**src/rtl/microwave_timer_ctrl.sv**
```systemverilog
// Cook-timer controller: keypad digit entry, min:tens:sec countdown driven by an
// internal one-second prescaler, magnetron gating and door-interlock handling.
module microwave_timer_ctrl #(
    parameter int TICKS_PER_SEC = 1000,
    parameter int QUICK_TENS    = 3
) (
    input  logic       clk,
    input  logic       rst,
    input  logic       key_valid,
    input  logic [3:0] key_digit,
    input  logic       start,
    input  logic       stop_clear,
    input  logic       door_closed,
    output logic [3:0] sec,
    output logic [3:0] t,
    output logic [3:0] min,
    output logic       magnetron_on,
    output logic       done
);
    typedef enum logic [2:0] {
        ST_IDLE    = 3'd0,
        ST_ENTRY   = 3'd1,
        ST_COOKING = 3'd2,
        ST_PAUSED  = 3'd3,
        ST_DONE    = 3'd4
    } state_t;

    localparam int            PW         = $clog2(TICKS_PER_SEC);
    localparam logic [PW-1:0] PRESC_LAST = PW'(TICKS_PER_SEC - 1);

    state_t        state, state_next;
    logic [PW-1:0] presc, presc_next;
    logic [3:0]    sec_next, t_next, min_next;
    logic [3:0]    dec_sec, dec_t, dec_min;
    logic          time_zero, dec_zero, key_ok;
    logic          magnetron_next, done_next;

    assign time_zero = (sec == 4'd0) && (t == 4'd0) && (min == 4'd0);
    assign key_ok    = key_valid && (key_digit <= 4'd9);

    // Borrow chain: seconds units wrap 0->9, tens wrap 0->5 and borrow a minute.
    always_comb begin
        // NOTE: every comb output gets a default first so no path infers a latch.
        dec_sec = sec - 4'd1;
        dec_t   = t;
        dec_min = min;
        if (sec == 4'd0) begin
            dec_sec = 4'd9;
            if (t != 4'd0) begin
                dec_t = t - 4'd1;
            end else begin
                dec_t   = 4'd5;
                dec_min = min - 4'd1;
            end
        end
    end

    assign dec_zero = (dec_sec == 4'd0) && (dec_t == 4'd0) && (dec_min == 4'd0);

    // Next state: stop_clear, then door open, then per-state start/key/countdown.
    always_comb begin
        state_next = state;
        presc_next = presc;
        sec_next   = sec;
        t_next     = t;
        min_next   = min;
        if (stop_clear) begin
            case (state)
                ST_COOKING: state_next = ST_PAUSED;
                ST_ENTRY, ST_PAUSED, ST_DONE: begin
                    state_next = ST_IDLE;
                    presc_next = '0;
                    sec_next   = 4'd0;
                    t_next     = 4'd0;
                    min_next   = 4'd0;
                end
                default: ;
            endcase
        end else if (!door_closed) begin
            case (state)
                ST_COOKING: state_next = ST_PAUSED;
                ST_DONE:    state_next = ST_IDLE;
                default: ;
            endcase
        end else begin
            case (state)
                ST_IDLE, ST_ENTRY: begin
                    if (start) begin
                        if (!time_zero) begin
                            state_next = ST_COOKING;
                            presc_next = '0;
                        end else if (state == ST_IDLE) begin
                            state_next = ST_COOKING;
                            presc_next = '0;
                            sec_next   = 4'd0;
                            t_next     = 4'(QUICK_TENS);
                            min_next   = 4'd0;
                        end
                    end else if (key_ok) begin
                        state_next = ST_ENTRY;
                        sec_next   = key_digit;
                        t_next     = sec;
                        min_next   = t;
                    end
                end
                ST_COOKING: begin
                    if (presc == PRESC_LAST) begin
                        presc_next = '0;
                        sec_next   = dec_sec;
                        t_next     = dec_t;
                        min_next   = dec_min;
                        if (dec_zero) state_next = ST_DONE;
                    end else begin
                        presc_next = presc + 1'b1;
                    end
                end
                ST_PAUSED: if (start) state_next = ST_COOKING;
                default: ;
            endcase
        end
    end

    always_comb begin
        magnetron_next = (state_next == ST_COOKING);
        done_next      = (state_next == ST_DONE);
    end

    always_ff @(posedge clk) begin
        // NOTE: sequential state uses non-blocking assignments so all flops see pre-edge values.
        if (rst) begin
            state        <= ST_IDLE;
            presc        <= '0;
            sec          <= 4'd0;
            t            <= 4'd0;
            min          <= 4'd0;
            magnetron_on <= 1'b0;
            done         <= 1'b0;
        end else begin
            state        <= state_next;
            presc        <= presc_next;
            sec          <= sec_next;
            t            <= t_next;
            min          <= min_next;
            magnetron_on <= magnetron_next;
            done         <= done_next;
        end
    end
endmodule

```
**config.mk**
```make
export PLATFORM = sky130hd
export DESIGN_NAME = microwave_timer_ctrl
export DESIGN_NICKNAME = d
export VERILOG_FILES = /design/src/rtl/microwave_timer_ctrl.sv
export SDC_FILE = /design/constraint.sdc
export NUM_CORES = 1
export LEC_CHECK = 0
export ABC_CLOCK_PERIOD_IN_PS = 2500
export CORE_UTILIZATION = 57
export DETAILED_ROUTE_END_ITERATION = 12
export DONT_BUFFER_PORTS = 1
export GPL_TIMING_DRIVEN = 1
export MAX_ROUTING_LAYER = met4
export PLACE_DENSITY_LB_ADDON = 0.1
export SLEW_MARGIN = 20
export SYNTH_ARGS = -nofsm -noshare
export SYNTH_HDL_FRONTEND = slang
export SYNTH_SLANG_ARGS = --single-unit
```
**constraint.sdc**
```tcl
create_clock -name clk -period 2.5 [get_ports clk]
set_clock_uncertainty 0.15 [all_clocks]
set_input_delay 0.5 -clock clk [delete_from_list [all_inputs] [get_ports clk]]
set_output_delay 0.5 -clock clk [all_outputs]
set_load 0.005 [all_outputs]
```
[After elaboration in Yosys (flattened, before gate mapping)]
Cells that the tools add are included.
Storage, ports and cells
  flip-flop bits (word level): 27
  output and inout bits: 14
  logic and storage cells: 93
Operators by class
  add/sub/neg operators: 4
  $lt $le $gt $ge: 1
  equal/unequal tests: 14
  multiplexer cells: 48
  reduce and logical (&&, ||, !) cells: 19
Operators with widths (count)
  2-to-1 mux 4 bit: 25
  2-to-1 mux 10 bit: 7
  2-to-1 mux 3 bit: 9
  zero test 4 bit: 6
  one-hot mux 4 bit (2 select lines): 3
  one-hot mux 10 bit (2 select lines): 1
  != test 4 bit (second input constant): 4
  one-hot mux 3 bit (2 select lines): 2
  subtractor 4 x 1 -> 4 bit (second input constant): 3
  adder 10 x 1 -> 10 bit (second input constant): 1
  equality test 10 bit (second input constant): 1
  equality test 3 x 2 -> 1 bit (second input constant): 3
  one-hot mux 3 bit (3 select lines): 1
  AND reduction 7 bit: 1
  equality test 3 bit (second input constant): 2
  != test 3 bit (second input constant): 2
  logical AND 1 bit: 5
  AND reduction 5 bit: 1
  <= comparator 4 bit (second input constant): 1
  nonzero test 4 bit: 1
  equality test 3 x 1 -> 1 bit (second input constant): 1
  zero test 3 bit: 1
  nonzero test 3 bit: 1
  OR reduction 3 bit: 1
  other kinds (3): 3

[Longest topological paths before layout]
Gate-level depths: netlist of run 1.
  depth after elaboration: 12
  mapped depth: 8

[Worst setup path after synthesis of run 1]
OpenSTA, ideal clock, no wires.
  kind: register -> register
  start: register sec[3]
  end: register t[1]
  library setup time: 0.070 ns
  arrival: 2.524 ns
  path slack: -0.245 ns
  stages on the path, launching flop included: 9
  clock period less this slack: 2.745 ns
  cell sequence: dfxtp_1 buf_6 or4_1 buf_2 or4_4 a221o_1 buf_6 a311o_1 a21oi_1
On the way
  longest elaborated chain between the ends: 6
RTL lines
  start: declaration: line 14  | output logic [3:0] sec,
  start signal: assignment: line 141  | sec <= sec_next;
  zero test 4 bit *: line 38, 47
  2-to-1 mux 4 bit: line 47  | if (sec == 4'd0) begin
  2-to-1 mux 4 bit: line 107  | if (presc == PRESC_LAST) begin
  one-hot mux 4 bit (2 select lines): line 86  | case (state)
  2-to-1 mux 4 bit: line 79  | end else if (!door_closed) begin
  2-to-1 mux 4 bit: line 67  | if (stop_clear) begin
  end signal: assignment: line 142  | t <= t_next;
  end: declaration: line 15  | output logic [3:0] t,
Mark *: on every way between the ends. The rest lies on a longest branch, timed or not. The select of a mux whose other input is x is not followed.
A chain may end at the register's enable or synchronous reset.

[Final worst setup path of run 1]
  start: register t[3]
  end: register sec[3]
On the way
  longest elaborated chain between the ends: 5
RTL lines
  zero test 4 bit: line 38  | assign time_zero = (sec == 4'd0) && (t == 4'd0) && (min == 4'd0);
  logical AND 1 bit (2 in series): line 38
  != test 4 bit (no line)
  AND reduction 7 bit (no line)
No other way between the ends.

==> results of run 1 <==
[cell usage in the layout (no fill, tap or decap), types with 3 or more instances in the layout]
master     netlist  routed
a2111o_1         5       5
a2111oi_4        0       3
a21o_1           3       3
a21oi_1         22      20
a31oi_1          4       4
and4_1           3       3
buf_4            0      27
buf_6            2       3
clkbuf_4         0       3
dfxtp_1         27      25
ha_1             3       3
inv_1           11      11
nand2_1          9       9
nand2b_1         3       3
nand3_1         13      13
nand3b_1         3       3
nand4_1          7       7
nor2_1          15      15
nor2b_1          5       5
nor3_1           9       8
nor3b_1          5       5
nor4_1           6       3
o21a_1           3       3
o21ai_0         11      11
o21bai_1         3       3
o31a_1           3       3
o31ai_1          4       4
or3_1            5       5
or4_1            6       5
xor2_1           3       3
[power groups by stage]
| stage | clock network [mW] | logic, mW | registers [mW] |
|---|---|---|---|
| 2_1_floorplan | 0 | 0.222 | 0.469 |
| 3_3_place_gp | 0 | 0.307 | 0.466 |
| 3_5_place_dp | 0 | 0.310 | 0.467 |
| 4_1_cts | 0.209 | 0.326 | 0.458 |
| 5_1_grt | 0.221 | 0.385 | 0.462 |
| 6_report | 0.210 | 0.360 | 0.459 |
[sequential cells by signal (all words and copies together) (netlist names)]
name / count
done: 1
magnetron_on: 1
sec: 4
min: 4
presc: 10
state: 3
t: 4
[area by class of cell]
cell class	count	area [um^2]	share of cell area
multi-input cells	192	1419	0.6103
flip-flops and latches	27	543.0	0.2336
repair buffers	30	236.5	0.1017
well taps	44	55.05	0.02368
inverters	11	41.29	0.01776
clock inverters	1	7.507	0.003229
clock buffers	3	22.52	0.009688
[timing repair]
item / 4_1_cts / 5_1_grt
pin swaps: 7 / 12
resized for setup: 9 / 14
buffers inserted: 0 / 1
gates cloned: 1 / 0
endpoints found under the setup margin: 14 / 13
[path summary, 6_finish.rpt]
kind              slack, ns  endpoint     start
setup / recovery      -0.13    sec[3]      t[3]
hold / removal         0.04    min[3]       rst
setup reg to reg      -0.13    sec[3]      t[3]
hold reg to reg        0.35  presc[4]  presc[4]
[through the flow]
stage | cells | hold WS, ns | worst slack, ns | cell area, um^2
floorplan | 247 | 0.3090 | -0.1980 | 1962
global placement | 302 | 0.3261 | -0.2138 | 2138
detailed placement | 302 | 0.3305 | -0.2464 | 2138
CTS | 307 | 0.04548 | -0.09225 | 2228
global route | 308 | 0.03140 | -0.1593 | 2325
finish | 308 | 0.04208 | -0.1280 | 2325
[worst max-delay path, cell delays in order, from the launching register on]
cell and delay [ns]:
dfxtp_2 0.35, or4_4 0.54, or4_4 0.60, a221o_2 0.45, or3_1 0.33, a21oi_1 0.14
[kinds of logic (layout without fill, tap and decap cells)]
group,Yosys count,after routing,share of synthesized area
xor+xnor,4,4,0.01807
buf+inv,29,45,0.06580
fa+ha+maj,3,3,0.01936
mux,2,2,0.01097
compound gates,81,82,0.2994
simple gates,101,101,0.3077
flops,27,27,0.2787
[per-layer routing]
| metal | GRT usage | vias up |
|---|---|---|
| met1 | 0.4507 | 982 |
| met5 | - | - |
| met2 | 0.5008 | 95 |
| li1 | - | 1003 |
| met4 | 0.1096 | 0 |
| met3 | 0.05330 | 18 |
==> flow_results.xml, run 1 <==
<?xml version="1.0" encoding="UTF-8"?>
<metrics>
  <group name="floorplanning">
    <metric name="core.rowCount" unit="">20</metric>
    <metric name="io_pins" unit="">24</metric>
    <metric name="initial_utilization" unit="">0.6200</metric>
    <metric name="die_area" unit="mm^2">0.003640</metric>
    <metric name="coreArea" unit="mm^2">0.003128</metric>
    <metric name="die_h" unit="um">60.33</metric>
    <metric name="die_w" unit="um">60.33</metric>
  </group>
  <group name="pwr">
    <metric name="internal_power" unit="mW">0.6675</metric>
    <metric name="seq_power_share" unit="">0.446</metric>
    <metric name="power.switching_fraction" unit="">0.3511</metric>
    <metric name="share_clk_of_total_power" unit="">0.204</metric>
    <metric name="power.net_switching" unit="mW">0.3612</metric>
    <metric name="total_power" unit="mW">1.029</metric>
    <metric name="pwr_density_cell" unit="mW/mm^2">442.5</metric>
    <metric name="worst_ir_drop_vdd" unit="mV">0.2510</metric>
    <metric name="comb_power_share" unit="">0.350</metric>
    <metric name="static-leakage-power" unit="nW">0.7765</metric>
  </group>
  <group name="global_routing">
    <metric name="grt_first_pass_wirelength" unit="um">8728</metric>
    <metric name="pin_count_of_the_biggest_net_entering_global_routing" unit="">22</metric>
    <metric name="grt_remaining_overflow" unit="">0</metric>
    <metric name="first_global_vias" unit="">1822</metric>
    <metric name="groute.usage.overall" unit="">0.3321</metric>
    <metric name="grt_antenna_before_repair" unit="">0</metric>
  </group>
  <group name="logic_synthesis">
    <metric name="synth_cell_types" unit="">58</metric>
    <metric name="postSynthRegisterBits" unit="">27</metric>
    <metric name="syn-num-nets" unit="">260</metric>
    <metric name="seq_area_frac_synth" unit="">0.2787</metric>
    <metric name="syn_area" unit="mm^2">0.001939</metric>
    <metric name="count_of_synthesis_stage_warnings_from_yosys" unit="">0</metric>
    <metric name="ys_top_cells_by_count" unit="">dfxtp_1, a21oi_1, nor2_1, nand3_1, clkbuf_1</metric>
    <metric name="avgSynthCellArea" unit="um^2">7.852</metric>
    <metric name="ys_async_sr_fraction" unit="">0</metric>
    <metric name="synth_top_area_cell" unit="">dfxtp_1</metric>
    <metric name="post-synth-top-area-fraction" unit="">0.2787</metric>
    <metric name="post-synth-top-count-cell" unit="">dfxtp_1</metric>
    <metric name="number_of_enable_flip_flop_cells_after_synthesis" unit="">0</metric>
    <metric name="yosys_most_used_dff" unit="">dfxtp_1</metric>
    <metric name="syn-instance-count" unit="">247</metric>
    <metric name="post_synth_main_area_contributors" unit="">dfxtp_1, a21oi_1, nand3_1, a2111o_1, nor2_1</metric>
  </group>
  <group name="worst_setup_path">
    <metric name="worstPathMaxFanout" unit="">6</metric>
    <metric name="capturing_element_type_of_the_critical_path" unit="">register</metric>
    <metric name="start_to_end_type_of_the_worst_setup_path" unit="">register to register</metric>
    <metric name="r2r_cells" unit="">5</metric>
    <metric name="required" unit="ns">2.64</metric>
    <metric name="cp-start-kind" unit="">register</metric>
    <metric name="cp_data_arrival_time" unit="ns">2.77</metric>
  </group>
  <group name="routing">
    <metric name="drc_errors" unit="">0</metric>
    <metric name="detailedRoute.firstIterationViolations" unit="">241</metric>
    <metric name="routed_length_on_met2" unit="um">2532</metric>
    <metric name="antenna_violating_nets_post_route" unit="">0</metric>
    <metric name="routed-via-count" unit="">2098</metric>
    <metric name="detail_route.wl_per_cell" unit="um">18.41</metric>
    <metric name="finalWirelength" unit="um">5669</metric>
    <metric name="wl_met3" unit="um">479</metric>
    <metric name="maxUsedRoutingLayer" unit="">met4</metric>
    <metric name="drt-met1-wl" unit="um">2529</metric>
    <metric name="drt_first_pass_iters" unit="">5</metric>
    <metric name="vias_per_cell" unit="">6.812</metric>
  </group>
  <group name="clock_tree">
    <metric name="clk_pin_slew" unit="ns">0.16</metric>
    <metric name="postCtsHoldBufs" unit="">0</metric>
    <metric name="numClockSinks" unit="">27</metric>
    <metric name="cts.root.buffer_cell" unit="">clkbuf_4</metric>
    <metric name="clock_tree.htree_level_count" unit="">1</metric>
    <metric name="tritoncts" unit="">yes</metric>
    <metric name="num_cts_buffers" unit="">3</metric>
    <metric name="clk-insertion-delay-late" unit="ns">0.35</metric>
    <metric name="number_of_buffers_on_the_longest_clock_path" unit="">2</metric>
  </group>
  <group name="placement">
    <metric name="port-buffer-count" unit="">0</metric>
    <metric name="hpwl" unit="um">3934</metric>
    <metric name="gp_routability_congestion" unit="">0.9077</metric>
  </group>
  <group name="timing">
    <metric name="grt_setup_unrepaired" unit="">true</metric>
    <metric name="tightest_slew" unit="ns">0.7598</metric>
    <metric name="report.final.hold_viol_count" unit="">0</metric>
    <metric name="fin_crit_sh" unit="">1.051</metric>
    <metric name="totalNegativeSetupSlack" unit="ns">-0.9232</metric>
    <metric name="maximum_clock_frequency" unit="GHz">0.3805</metric>
    <metric name="max_slew_headroom" unit="">0.4896</metric>
    <metric name="timing_max_transition_violations_final" unit="">0</metric>
    <metric name="postLayoutSetupSlackWorst" unit="ns">-0.1280</metric>
    <metric name="post-route-min-period" unit="ns">2.628</metric>
    <metric name="setup_violations" unit="">12</metric>
  </group>
  <group name="status">
    <metric name="failing_checks" unit="">negative setup slack</metric>
    <metric name="status" unit="">finished with violations</metric>
  </group>
  <group name="min_path">
    <metric name="min_path_type" unit="">input port to register</metric>
    <metric name="cell_count_of_the_worst_hold_path" unit="">1</metric>
  </group>
  <group name="final_layout">
    <metric name="fillCellCount" unit="">245</metric>
    <metric name="layout.nets" unit="">278</metric>
    <metric name="drive_gt1_frac" unit="">0.2235</metric>
    <metric name="antennaDiodeCount" unit="">0</metric>
    <metric name="post-route-util" unit="">0.7432</metric>
    <metric name="synthToLayoutAreaGrowth" unit="%">19.87</metric>
  </group>
  <group name="job">
    <metric name="cap_violations" unit="">0</metric>
  </group>
</metrics>
Note: power is estimated with default switching activity, not from simulation.
==> inputs of run 2 (changes only) <==
--- a/config.mk
+++ b/config.mk
@@ -16,3 +16,4 @@
 export SYNTH_ARGS = -nofsm -noshare
 export SYNTH_HDL_FRONTEND = slang
 export SYNTH_SLANG_ARGS = --single-unit
+export TNS_END_PERCENT = 1
==> run 2 against run 1 <==
The run still ends with negative setup slack left. Maximum frequency is 2.0% lower. Critical path depth unchanged. Flip-flop and latch count did not move. Hold slack better by 0.0051 ns. Global-route usage rose by 1.5 points. Via count grew 5.9%. Power up 0.93%. Worst setup slack worse by 0.053 ns. Non-clock buffer count increased by 3. Design area unchanged. Count of clock-buffer cells in the layout is the same. Largest cell class unchanged.
==> flow_results.xml, run 2 (synthesis results as in run 1) <==
<?xml version="1.0" encoding="UTF-8"?>
<metrics>
  <group name="pwr">
    <metric name="static-leakage-power" unit="nW">0.7849</metric>
    <metric name="worst_ir_drop_vdd" unit="mV">0.3682</metric>
    <metric name="pwr_density_cell" unit="mW/mm^2">446.6</metric>
    <metric name="total_power" unit="mW">1.038</metric>
  </group>
  <group name="worst_setup_path">
    <metric name="required" unit="ns">2.64</metric>
    <metric name="worst-r2r-setup-slack" unit="ns">-0.18</metric>
    <metric name="cp_data_arrival_time" unit="ns">2.83</metric>
    <metric name="cp-start-kind" unit="">register</metric>
    <metric name="capturing_element_type_of_the_critical_path" unit="">register</metric>
    <metric name="start_to_end_type_of_the_worst_setup_path" unit="">register to register</metric>
    <metric name="worstPathMaxFanout" unit="">5</metric>
  </group>
  <group name="placement">
    <metric name="gp_routability_congestion" unit="">1.061</metric>
    <metric name="hpwl" unit="um">4142</metric>
    <metric name="port-buffer-count" unit="">0</metric>
    <metric name="numPlacedInstances" unit="">303</metric>
  </group>
  <group name="floorplanning">
    <metric name="die_h" unit="um">60.33</metric>
    <metric name="coreArea" unit="mm^2">0.003128</metric>
    <metric name="die_area" unit="mm^2">0.003640</metric>
    <metric name="core.rowCount" unit="">20</metric>
    <metric name="die_w" unit="um">60.33</metric>
    <metric name="initial_utilization" unit="">0.6200</metric>
    <metric name="io_pins" unit="">24</metric>
  </group>
  <group name="final_layout">
    <metric name="antennaDiodeCount" unit="">0</metric>
    <metric name="drive_gt1_frac" unit="">0.2360</metric>
    <metric name="post-route-util" unit="">0.7432</metric>
    <metric name="most_common_library_cell_in_the_layout_ignoring_fill_and_taps" unit="">buf_4</metric>
    <metric name="registers.top_by_ff_count" unit="">presc</metric>
    <metric name="fin_cells" unit="">311</metric>
    <metric name="layout.nets" unit="">281</metric>
    <metric name="mostFrequentLayoutCells" unit="">buf_4, dfxtp_1, a21oi_1</metric>
    <metric name="largest_reg_flops" unit="">10</metric>
    <metric name="synthToLayoutAreaGrowth" unit="%">19.87</metric>
  </group>
  <group name="clock_tree">
    <metric name="tritoncts" unit="">yes</metric>
    <metric name="cts.root.buffer_cell" unit="">clkbuf_4</metric>
    <metric name="numClockSinks" unit="">27</metric>
    <metric name="number_of_buffers_on_the_longest_clock_path" unit="">2</metric>
    <metric name="clk-insertion-delay-late" unit="ns">0.35</metric>
    <metric name="clock_tree.htree_level_count" unit="">1</metric>
    <metric name="num_cts_buffers" unit="">3</metric>
    <metric name="postCtsHoldBufs" unit="">0</metric>
    <metric name="clk_pin_slew" unit="ns">0.16</metric>
  </group>
  <group name="timing">
    <metric name="maximum_clock_frequency" unit="GHz">0.3730</metric>
    <metric name="setup_violations" unit="">15</metric>
    <metric name="timing_max_transition_violations_final" unit="">0</metric>
    <metric name="tightest_slew" unit="ns">0.6323</metric>
    <metric name="postLayoutSetupSlackWorst" unit="ns">-0.1811</metric>
    <metric name="fin_crit_sh" unit="">1.072</metric>
    <metric name="report.final.hold_viol_count" unit="">0</metric>
    <metric name="totalNegativeSetupSlack" unit="ns">-1.662</metric>
    <metric name="grt_setup_unrepaired" unit="">true</metric>
    <metric name="max_slew_headroom" unit="">0.5776</metric>
    <metric name="post-route-min-period" unit="ns">2.681</metric>
  </group>
  <group name="global_routing">
    <metric name="grt_remaining_overflow" unit="">0</metric>
    <metric name="grt_first_pass_wirelength" unit="um">9197</metric>
    <metric name="grt_antenna_before_repair" unit="">0</metric>
    <metric name="first_global_vias" unit="">2022</metric>
    <metric name="groute.usage.overall" unit="">0.3473</metric>
    <metric name="pin_count_of_the_biggest_net_entering_global_routing" unit="">22</metric>
  </group>
  <group name="routing">
    <metric name="vias_per_cell" unit="">7.141</metric>
    <metric name="detail_route.wl_per_cell" unit="um">19.81</metric>
    <metric name="detailedRoute.firstIterationViolations" unit="">258</metric>
    <metric name="drt_first_pass_iters" unit="">7</metric>
    <metric name="routed-via-count" unit="">2221</metric>
    <metric name="antenna_violating_nets_post_route" unit="">0</metric>
    <metric name="drc_errors" unit="">0</metric>
    <metric name="finalWirelength" unit="um">6162</metric>
  </group>
  <group name="status">
    <metric name="status" unit="">finished with violations</metric>
    <metric name="failing_checks" unit="">negative setup slack</metric>
  </group>
  <group name="job">
    <metric name="cap_violations" unit="">0</metric>
  </group>
  <group name="min_path">
    <metric name="min_path_type" unit="">input port to register</metric>
  </group>
</metrics>
run 2: cell types whose count changed in the layout (fill, tap and decap cells not counted), moves of 2 or more:
cell / previous run / this run
buf_4: 27 / 32
nor4_1: 3 / 5
buf_6: 3 / 0
nor4_4: 2 / 0
run 2: final timing paths:
check	from	endpoint	cells after the start
setup / recovery	sec[0]	sec[3]	5
hold / removal	rst	sec[3]	1
setup reg to reg	sec[0]	sec[3]	5
hold reg to reg	presc[4]	presc[4]	2
run 2: timing repair:
| item | in CTS | in global routing |
|---|---|---|
| buffers inserted | 2 | 1 |
| resized for setup | 10 | 12 |
| pin swaps | 4 | 11 |
| endpoints found under the setup margin | 24 | 24 |
| cloned | 1 | 0 |
run 2: power by group:
| group | leakage (nW) | switching [mW] | internal, mW | total, mW |
|---|---|---|---|---|
| Sequential | 0.219 | 0.0128 | 0.446 | 0.459 |
| Combinational | 0.552 | 0.204 | 0.169 | 0.373 |
| Clock | 0.0139 | 0.145 | 0.0616 | 0.207 |
run 2: worst max-delay path, stage by stage (launching register included):
cell and delay (ns):
dfxtp_2 0.35, or4_4 0.55, or4_4 0.62, a221o_2 0.45, or3_4 0.39, a21oi_2 0.12
run 2: layer usage:
metal | vias up | GRT usage | part of all wire | wire, um
met1 | 1040 | 0.3942 | 0.39 | 2405
met3 | 36 | 0.07249 | 0.081 | 501
met5 | - | - | 0 | 0
met4 | 0 | 0.1628 | 0.040 | 249
met2 | 134 | 0.5808 | 0.49 | 3005
li1 | 1011 | - | - | -
run 2: cell type report:
cell class	count	area, um^2
well taps	44	55.05
multi-input cells	192	1395
clock buffers	3	22.52
clock inverters	1	7.507
fillers	246	803.3
flip-flops and latches	27	543.0
repair buffers	33	260.3
inverters	11	41.29
run 2: per-stage QoR:
step / instance area, um^2 / hold slack [ns] / worst slack (ns)
floorplan: 1949 / 0.3090 / -0.2013
global placement: 2146 / 0.3287 / -0.3148
detailed placement: 2146 / 0.3410 / -0.2920
CTS: 2253 / 0.04051 / -0.1148
global route: 2325 / 0.01365 / -0.2306
finish: 2325 / 0.04722 / -0.1811
